**src/rtl/axi_slave_cmd_arb_pkg.sv**
```systemverilog
// Shared types and widths for the AXI slave command arbiter.
package axi_slave_cmd_arb_pkg;

    localparam int unsigned ADDR_W   = 64;
    localparam int unsigned LEN_W    = 8;
    localparam int unsigned SIZE_W   = 3;
    localparam int unsigned BURST_W  = 2;
    localparam int unsigned STAT_W   = 32;
    localparam int unsigned CREDIT_W = 8;
    localparam int unsigned STREAK_W = 4;

    typedef enum logic {
        ST_IDLE  = 1'b0,
        ST_ISSUE = 1'b1
    } state_e;

    // Fixed-width AXI address-channel fields carried with every command
    typedef struct packed {
        logic [ADDR_W-1:0]  addr;
        logic [LEN_W-1:0]   len;
        logic [SIZE_W-1:0]  size;
        logic [BURST_W-1:0] burst;
    } axi_fields_t;

endpackage

```
**src/rtl/axi_slave_cmd_arb_sel.sv**
```systemverilog
// Write/read winner select with a bounded write streak so reads are not starved.
module axi_slave_cmd_arb_sel
    import axi_slave_cmd_arb_pkg::*;
#(
    parameter int unsigned WR_WEIGHT = 2
) (
    input  logic clk,
    input  logic rst_n,
    input  logic wr_pend,
    input  logic rd_pend,
    input  logic grant,
    output logic pick_wr_c
);

    localparam logic [STREAK_W-1:0] WEIGHT_V = STREAK_W'(WR_WEIGHT);

    logic [STREAK_W-1:0] wr_streak;

    assign pick_wr_c = wr_pend && (!rd_pend || (wr_streak != WEIGHT_V));

    // Streak only grows while a read is actually waiting behind the writes
    always_ff @(posedge clk or negedge rst_n) begin
        if (!rst_n) begin
            wr_streak <= '0;
        end else if (grant) begin
            if (!pick_wr_c || !rd_pend) begin
                wr_streak <= '0;
            end else if (wr_streak != WEIGHT_V) begin
                wr_streak <= wr_streak + STREAK_W'(1);
            end
        end
    end

endmodule

```
**src/rtl/axi_slave_cmd_arb.sv**
```systemverilog
// Merges write/read command FIFOs into one credited downstream command stream.
// Optional grant statistics enabled by defining AXI_SLAVE_CMD_ARB_STATS_EN.
module axi_slave_cmd_arb
    import axi_slave_cmd_arb_pkg::*;
#(
    parameter int unsigned IDW       = 3,
    parameter int unsigned CTXW      = 9,
    parameter int unsigned WR_WEIGHT = 2,
    parameter int unsigned CREDITS   = 16
) (
    input  logic                clk,
    input  logic                rst_n,

    input  logic                wr_cf_empty,
    output logic                wr_cf_rd_en,
    input  logic [IDW-1:0]      wr_cf_id,
    input  logic [ADDR_W-1:0]   wr_cf_addr,
    input  logic [LEN_W-1:0]    wr_cf_len,
    input  logic [SIZE_W-1:0]   wr_cf_size,
    input  logic [BURST_W-1:0]  wr_cf_burst,
    input  logic [CTXW-1:0]     wr_cf_user,

    input  logic                rd_cf_empty,
    output logic                rd_cf_rd_en,
    input  logic [IDW-1:0]      rd_cf_id,
    input  logic [ADDR_W-1:0]   rd_cf_addr,
    input  logic [LEN_W-1:0]    rd_cf_len,
    input  logic [SIZE_W-1:0]   rd_cf_size,
    input  logic [BURST_W-1:0]  rd_cf_burst,
    input  logic [CTXW-1:0]     rd_cf_user,

    output logic                cmd_valid,
    input  logic                cmd_ready,
    output logic                cmd_is_wr,
    output logic [IDW-1:0]      cmd_id,
    output logic [ADDR_W-1:0]   cmd_addr,
    output logic [LEN_W-1:0]    cmd_len,
    output logic [SIZE_W-1:0]   cmd_size,
    output logic [BURST_W-1:0]  cmd_burst,
    output logic [CTXW-1:0]     cmd_user,

    input  logic                credit_return,
    output logic [CREDIT_W-1:0] credit_cnt,
    output logic                credit_err,

    output logic [STAT_W-1:0]   stat_wr_grants,
    output logic [STAT_W-1:0]   stat_rd_grants
);

    localparam logic [CREDIT_W-1:0] CREDIT_MAX = CREDIT_W'(CREDITS);

    state_e      state_q;
    state_e      state_d;
    logic        grant_c;
    logic        pick_wr_c;
    axi_fields_t fields_q;

    // Grant is held off during reset so no FIFO pops while rst_n is low
    assign grant_c = rst_n && (state_q == ST_IDLE) && (credit_cnt != '0)
                     && (!wr_cf_empty || !rd_cf_empty);

    axi_slave_cmd_arb_sel #(
        .WR_WEIGHT (WR_WEIGHT)
    ) u_sel (
        .clk       (clk),
        .rst_n     (rst_n),
        .wr_pend   (!wr_cf_empty),
        .rd_pend   (!rd_cf_empty),
        .grant     (grant_c),
        .pick_wr_c (pick_wr_c)
    );

    always_ff @(posedge clk or negedge rst_n) begin
        if (!rst_n) begin
            state_q <= ST_IDLE;
        end else begin
            state_q <= state_d;
        end
    end

    always_comb begin
        state_d = state_q;
        case (state_q)
            ST_IDLE:  if (grant_c)   state_d = ST_ISSUE;
            ST_ISSUE: if (cmd_ready) state_d = ST_IDLE;
            default:                 state_d = ST_IDLE;
        endcase
    end

    always_comb begin
        wr_cf_rd_en = 1'b0;
        rd_cf_rd_en = 1'b0;
        cmd_valid   = 1'b0;
        case (state_q)
            ST_IDLE: begin
                wr_cf_rd_en = grant_c && pick_wr_c;
                rd_cf_rd_en = grant_c && !pick_wr_c;
            end
            ST_ISSUE: cmd_valid = 1'b1;
            default: ;
        endcase
    end

    // Payload captured from the winner's FWFT head on the popping edge
    always_ff @(posedge clk or negedge rst_n) begin
        if (!rst_n) begin
            cmd_is_wr <= 1'b0;
            cmd_id    <= '0;
            cmd_user  <= '0;
            fields_q  <= '0;
        end else if (grant_c) begin
            cmd_is_wr <= pick_wr_c;
            cmd_id    <= pick_wr_c ? wr_cf_id : rd_cf_id;
            cmd_user  <= pick_wr_c ? wr_cf_user : rd_cf_user;
            fields_q  <= pick_wr_c
                ? axi_fields_t'{addr: wr_cf_addr, len: wr_cf_len, size: wr_cf_size, burst: wr_cf_burst}
                : axi_fields_t'{addr: rd_cf_addr, len: rd_cf_len, size: rd_cf_size, burst: rd_cf_burst};
        end
    end

    assign cmd_addr  = fields_q.addr;
    assign cmd_len   = fields_q.len;
    assign cmd_size  = fields_q.size;
    assign cmd_burst = fields_q.burst;

    // A return coinciding with a grant cancels out; an excess return is flagged and dropped
    always_ff @(posedge clk or negedge rst_n) begin
        if (!rst_n) begin
            credit_cnt <= CREDIT_MAX;
            credit_err <= 1'b0;
        end else if (grant_c && !credit_return) begin
            credit_cnt <= credit_cnt - CREDIT_W'(1);
        end else if (!grant_c && credit_return) begin
            if (credit_cnt == CREDIT_MAX) begin
                credit_err <= 1'b1;
            end else begin
                credit_cnt <= credit_cnt + CREDIT_W'(1);
            end
        end
    end

`ifdef AXI_SLAVE_CMD_ARB_STATS_EN
    logic [STAT_W-1:0] wr_grants_q;
    logic [STAT_W-1:0] rd_grants_q;

    always_ff @(posedge clk or negedge rst_n) begin
        if (!rst_n) begin
            wr_grants_q <= '0;
            rd_grants_q <= '0;
        end else if (grant_c) begin
            if (pick_wr_c) wr_grants_q <= wr_grants_q + STAT_W'(1);
            else           rd_grants_q <= rd_grants_q + STAT_W'(1);
        end
    end

    assign stat_wr_grants = wr_grants_q;
    assign stat_rd_grants = rd_grants_q;
`else
    assign stat_wr_grants = '0;
    assign stat_rd_grants = '0;
`endif

endmodule

```
**config.mk**
```make
export PLATFORM = sky130hd
export DESIGN_NAME = axi_slave_cmd_arb
export DESIGN_NICKNAME = d
export VERILOG_FILES = /design/src/rtl/axi_slave_cmd_arb_pkg.sv /design/src/rtl/axi_slave_cmd_arb_sel.sv /design/src/rtl/axi_slave_cmd_arb.sv
export SDC_FILE = /design/constraint.sdc
export NUM_CORES = 1
export LEC_CHECK = 0
export CAP_MARGIN = 0
export CORE_MARGIN = 4
export CORE_UTILIZATION = 34
export CTS_CLUSTER_SIZE = 16
export DETAILED_ROUTE_END_ITERATION = 6
export PLACE_DENSITY_LB_ADDON = 0.12
export SLEW_MARGIN = 20
export SYNTH_ARGS = -nofsm -noshare
export SYNTH_HDL_FRONTEND = slang
export SYNTH_HIERARCHICAL = 1
export SYNTH_SLANG_ARGS = --single-unit
```
**constraint.sdc**
```tcl
create_clock -name clk -period 3.86 [get_ports clk]
set_clock_uncertainty 0.1 [all_clocks]
set_input_delay 0.772 -clock clk [delete_from_list [all_inputs] [get_ports clk]]
set_output_delay 0.772 -clock clk [all_outputs]
set_load 0.05 [all_outputs]
```
==> results.json, run 1 <==
{
  "tightest_slew_ns": 0.7036,
  "ys_warn_count": 6,
  "drc": 0,
  "root_buffer": "clkbuf_16",
  "htree_levels": 3,
  "finalCritPeriodShare": 0.8761,
  "die_w_um": 137.4,
  "netSwitchingPower_w": 0.003081,
  "cellPowerDensity_mw_per_mm2": 721.0,
  "startpoint": "credit_cnt[3]",
  "comb_power_share": 0.560,
  "grt_max_degree": 180,
  "max-clock-path-buffers": 2,
  "drt_first_iter_violations": 249,
  "rsz0062_at_grt": "false",
  "grt_pass1_vias": 4691,
  "drive_gt1_frac": 0.05083,
  "vias": 4817,
  "dp_hpwl_um": 13130,
  "crit_end": "credit_cnt[6]",
  "status": "complete, no violations",
  "grt_pass1_wl_um": 24400,
  "regToRegSetupSlack_ns": 0.48,
  "critPathCaptureType": "flip-flop",
  "post_cts_resized": 0,
  "swShare": 0.4866,
  "synth_seq_cells": 104,
  "finalCriticalPeriod_ns": 3.382,
  "max_freq_mhz": 295.7,
  "internal_power_w": 0.003251,
  "drt-pass1-iter-count": 4,
  "power_frac_seq": 0.291,
  "gp_congestion": 0.8075,
  "clkLatencyLatePin_ns": 0.34,
  "setup_viol": 0,
  "wl_per_cell_um": 15.64,
  "yosysMostFrequentCell": "dfrtp_1",
  "area_delta_synth_final_pct": 54.20,
  "cp-start-kind": "flip-flop",
  "fin_cells": 1066,
  "reg2reg_to": "credit_cnt[6]",
  "reg2reg_depth": 12,
  "synth_top_area_share": 0.4525,
  "post-cts-setup-buffers": 0,
  "finish.utilization": 0.5315,
  "min_path_type": "reg2reg",
  "avgSynthCellArea_um2": 9.871,
  "clkTransAtPathRegs_ns": 0.07,
  "hold_viol": 0,
  "synth_top_area_cell": "dfrtp_1",
  "required_ns": 3.98,
  "viasPerCell": 4.519,
  "place_area_mm2": 0.008473,
  "post-route-cell-area_mm2": 0.008782,
  "ys_seq_area_frac": 0.4572,
  "fin_setup_tns_ns": 0,
  "cts_tree": "built",
  "syn_inst": 577,
  "die_h_um": 137.4,
  "core_mm2": 0.01652,
  "grt_usage": 0.1684,
  "worstSetupPathType": "reg2reg",
  "io_buffers": 285,
  "placement_rows": 47,
  "cts_sinks": 104,
  "synth_edf_count": 0,
  "max_cap_violations": 0,
  "start_util": 0.3447,
  "drv_slew": 0,
  "overflow": 0,
  "worstPathMaxFanout": 10,
  "cts_hold_buf": 0,
  "io_pins": 350,
  "synth_ff_type": "dfrtp_1",
  "p_leak_nw": 3.971,
  "synth_area_leaders": "dfrtp_1, mux2i_1, buf_4, nand2_1, o21ai_0",
  "arrival_ns": 3.50,
  "synth_common_cells": "dfrtp_1, nand2_1, mux2i_1",
  "antenna_left": 0,
  "antenna_found_initial": 0,
  "syn_area_mm2": 0.005695,
  "synthDistinctLibCells": 48,
  "async_reset_ff_frac": 1.000,
  "wl_um": 16670,
  "slew-limit-headroom": 0.5310,
  "dp_cells": 1050,
  "die_area_mm2": 0.01889,
  "power_frac_clock": 0.148,
  "numCtsBuffers": 9,
  "r2r-start": "credit_cnt[3]",
  "p_total_w": 0.006332,
  "peakVddDrop_mv": 0.3677,
  "n_antenna_cell": 0,
  "fin_nets": 1031
}
-- placed cells by master (no fill, tap or decap), types with 5 or more instances in the layout --
master and instances:
o21ai_2 8, inv_1 12, dfrtp_1 101, conb_1 64, mux2i_1 92, a21oi_1 5
xnor2_1 8, nand2_1 100, o21ai_1 16, nand3_1 6, buf_4 7, ha_1 5
clkdlybuf4s50_1 282, o21ai_0 71, clkbuf_16 9
-- kinds of logic (layout without fill, tap and decap cells) --
| logic type | Yosys count | in the layout | synth area share |
|---|---|---|---|
| multiplexers | 93 | 93 | 0.1637 |
| XOR/XNOR | 11 | 11 | 0.01692 |
| AND/OR/NAND/NOR | 130 | 130 | 0.09930 |
| other | 1 | 64 | 0.0006584 |
| AO/OA/AOI/OAI | 117 | 117 | 0.1182 |
| buffers and inverters | 115 | 321 | 0.1309 |
| adder cells (fa/ha/maj) | 6 | 6 | 0.01318 |
| flip-flops | 104 | 104 | 0.4572 |
-- layout make-up --
cell class                      count  area (um^2)
Timing Repair Buffer              292         2935
Inverter                           13        48.80
Tap cell                          220        275.3
Sequential cell                   104         2606
Multi-Input combinational cell    421         2608
Clock buffer                       12        256.5
Clock inverter                      4        52.55
Fill cell                        1513         7742
-- power by group through the flow --
stage | registers [W] | logic [W] | clock network [W]
2_1_floorplan | 0.00326 | 0.000925 | 0
4_1_cts | 0.00185 | 0.00359 | 0.000978
3_3_place_gp | 0.00183 | 0.00356 | 0
3_5_place_dp | 0.00185 | 0.00359 | 0
5_1_grt | 0.00191 | 0.00374 | 0.00102
6_report | 0.00184 | 0.00355 | 0.000940
-- stage by stage --
step	worst slack (ns)	hold WS (ns)
after CTS	0.4771	0.3776
final	0.4784	0.3769
after floorplan	0.004303	0.3764
after global routing	0.2344	0.3965
after detailed placement	0.4131	0.3561
after global placement	0.5551	0.3452
-- flip-flops by register name, indices dropped and copies added (netlist names), 2 cells and up --
signal and flops:
cmd_addr 64, cmd_user 9, cmd_len 8, credit_cnt 8
u_sel/wr_streak 4, cmd_id 3, cmd_size 3, cmd_burst 2
-- routing by layer --
metal,routed length (um),part of all wire,track usage,vias up
li1,-,-,-,2366
met1,5969,0.36,0.1862,2200
met2,8636,0.52,0.2969,236
met3,1825,0.11,0.06318,15
met4,243,0.015,0.05654,0
met5,0,0,0,-
-- worst max-delay path, cell delays in order (launching register included) --
cell	delay (ns)
dfrtp_2	0.48
or4_1	0.56
or4_1	0.48
o2111ai_4	0.19
inv_2	0.13
ha_1	0.24
xor2_1	0.17
ha_2	0.22
nand4b_1	0.10
nand4_1	0.18
a31oi_1	0.12
o2111ai_1	0.19
nand3_1	0.09
-- worst min-delay path by stage --
stage | startpoint | end | slack [ns] | cells after the start
2_1_floorplan | rst_n | cmd_addr[0] | 0.38 | 0
6_report | cmd_addr[47] | cmd_addr[47] | 0.38 | 2
4_1_cts | credit_err | credit_err | 0.38 | 1
5_1_grt | cmd_addr[16] | cmd_addr[16] | 0.40 | 2
3_5_place_dp | credit_err | credit_err | 0.36 | 1
3_3_place_gp | credit_err | credit_err | 0.35 | 1
Note: power is estimated with default switching activity, not from simulation.
==> run 2, diff against run 1 <==
- SLEW_MARGIN: 20 -> unset
==> results of run 2 <==
Final layout, timing and power as in run 1 (identical DEF).
==> run 3, diff against run 2 <==
- CORE_AREA: unset -> 2 2 137 139
- CORE_MARGIN: 4 -> unset
- CORE_UTILIZATION: 34 -> unset
- DIE_AREA: unset -> 0 0 139 141
- PLACE_DENSITY: unset -> 0.78
- PLACE_DENSITY_LB_ADDON: 0.12 -> unset
==> run 3 against run 2 <==
Compared with the run above: combinational power barely moved; die area rose by 3.8%; hold slack got worse by 0.015 ns; worst setup slack got worse by 0.037 ns; largest power group unchanged; wire length fell by 8.6%; flip-flop and latch count did not move; maximum frequency fell by 1.1%; sequential power barely moved.
==> results.json, run 3 (same netlist as run 1, synthesis figures left out) <==
{
  "status": "complete, no violations",
  "drv_slew": 0,
  "post-cts-setup-buffers": 0,
  "gp_congestion": 0.8156,
  "vias": 4729,
  "largest_reg_flops": 64,
  "grt_pass1_vias": 4648,
  "io_buffers": 285,
  "max_cap_violations": 0,
  "max-clock-path-buffers": 2,
  "die_h_um": 141,
  "worstSetupPathType": "reg2reg",
  "core_mm2": 0.01827,
  "worstPathMaxFanout": 10,
  "finalCriticalPeriod_ns": 3.419,
  "n_antenna_cell": 0,
  "die_w_um": 139,
  "cts_hold_buf": 0,
  "drt_first_iter_violations": 201,
  "cp-start-kind": "flip-flop",
  "drc": 0,
  "required_ns": 3.98,
  "rsz0062_at_grt": "false",
  "io_pins": 350,
  "drt-pass1-iter-count": 4,
  "fin_cells": 1079,
  "start_util": 0.3118,
  "critPathMaxStageDelay_ns": 0.62,
  "tightest_slew_ns": 0.8521,
  "arrival_ns": 3.54,
  "max_freq_mhz": 292.5,
  "wl_um": 15230,
  "finalCritPeriodShare": 0.8857,
  "overflow": 0,
  "p_leak_nw": 3.953,
  "post_cts_resized": 0,
  "cts_sinks": 104,
  "dp_cells": 1063,
  "clkTransAtPathRegs_ns": 0.07,
  "area_delta_synth_final_pct": 53.91,
  "peakVddDrop_mv": 0.3969,
  "htree_levels": 3,
  "slowest_stage": "a21oi_1",
  "grt_usage": 0.1538,
  "final_cell_mix": "clkdlybuf4s50_1, dfrtp_1, nand2_1",
  "fin_setup_tns_ns": 0,
  "dp_hpwl_um": 11650,
  "antenna_found_initial": 0,
  "viasPerCell": 4.383,
  "layout_commonest_cell": "clkdlybuf4s50_1",
  "grt_pass1_wl_um": 24210,
  "setup_viol": 0,
  "antenna_left": 0,
  "dp_slack_ns": 0.3629,
  "die_area_mm2": 0.01960,
  "root_buffer": "clkbuf_16",
  "cts_tree": "built",
  "wl_per_cell_um": 14.12,
  "grt_max_degree": 118,
  "drive_gt1_frac": 0.04970,
  "cellPowerDensity_mw_per_mm2": 711.7,
  "cpLargestDelayFamily": "compound AO/OA/AOI/OAI gates",
  "hold_viol": 0,
  "slew-limit-headroom": 0.4319,
  "setup_ws_ns": 0.4411,
  "numCtsBuffers": 9,
  "finish.utilization": 0.4799,
  "min_path_type": "reg2reg",
  "fin_nets": 1030,
  "crit_top_cell": "or4_1",
  "cp_cell_sequence": "or4_1, or4_1, o2111ai_4, inv_2, ha_1, a21oi_1, o21ai_0, xnor2_1",
  "worst-path-buf-inv": 1,
  "placement_rows": 50,
  "critPathCaptureType": "flip-flop",
  "clkLatencyLatePin_ns": 0.34
}
[run 3: cell types whose count changed in the layout (fill, tap and decap cells not counted)]
| cell | delta |
|---|---|
| buf_4 | -1 |
| bufinv_16 | -1 |
| clkbuf_8 | -1 |
| inv_6 | +2 |
[run 3: per-stage QoR]
stage          area [um^2]  hold WS, ns  total power [W]
2_1_floorplan         5953       0.3764         0.004183
3_3_place_gp          8483       0.3434         0.005355
3_5_place_dp          8483       0.3468         0.005407
4_1_cts               8766       0.3666         0.006325
5_1_grt               8766       0.3928         0.006569
6_report              8766       0.3616         0.006239
[run 3: cell type report]
cell class | instances | area (um^2)
repair buffers | 291 | 2928
well taps | 234 | 292.8
clock inverters | 5 | 40.04
fillers | 1747 | 9502
flip-flops and latches | 104 | 2606
multi-input cells | 421 | 2608
clock buffers | 11 | 242.7
inverters | 13 | 48.80
[run 3: path summary, 6_finish.rpt]
check,from,to,slack [ns],cells past startpoint
worst max-delay path,credit_cnt[3],credit_cnt[5],0.44,8
worst min-delay path,credit_err,credit_err,0.36,1
worst max register to register,credit_cnt[3],credit_cnt[5],0.44,8
worst min register to register,credit_err,credit_err,0.36,1
max in group asynchronous,rst_n,cmd_addr[3],1.97,3
min in group asynchronous,rst_n,credit_cnt[7],0.41,2
[run 3: per-layer routing]
| metal | vias to the layer above | GRT usage | part of all wire |
|---|---|---|---|
| met5 | - | 0 | 0 |
| met4 | 0 | 0.05263 | 0.015 |
| met3 | 17 | 0.03567 | 0.065 |
| met2 | 177 | 0.2722 | 0.52 |
| met1 | 2181 | 0.1843 | 0.40 |
| li1 | 2354 | - | - |
[run 3: worst reg2reg max path, stage by stage (launching register included)]
cell and delay, ns:
dfrtp_2 0.47, or4_1 0.55, or4_1 0.47, o2111ai_4 0.18
inv_2 0.13, ha_1 0.35, a21oi_1 0.62, o21ai_0 0.25
xnor2_1 0.17
[run 3: report_power, final]
group / switching (W) / internal [W]
combinational: 0.00233 / 0.00119
clock: 0.000423 / 0.000461
sequential: 0.000315 / 0.00152
total: 0.00307 / 0.00317
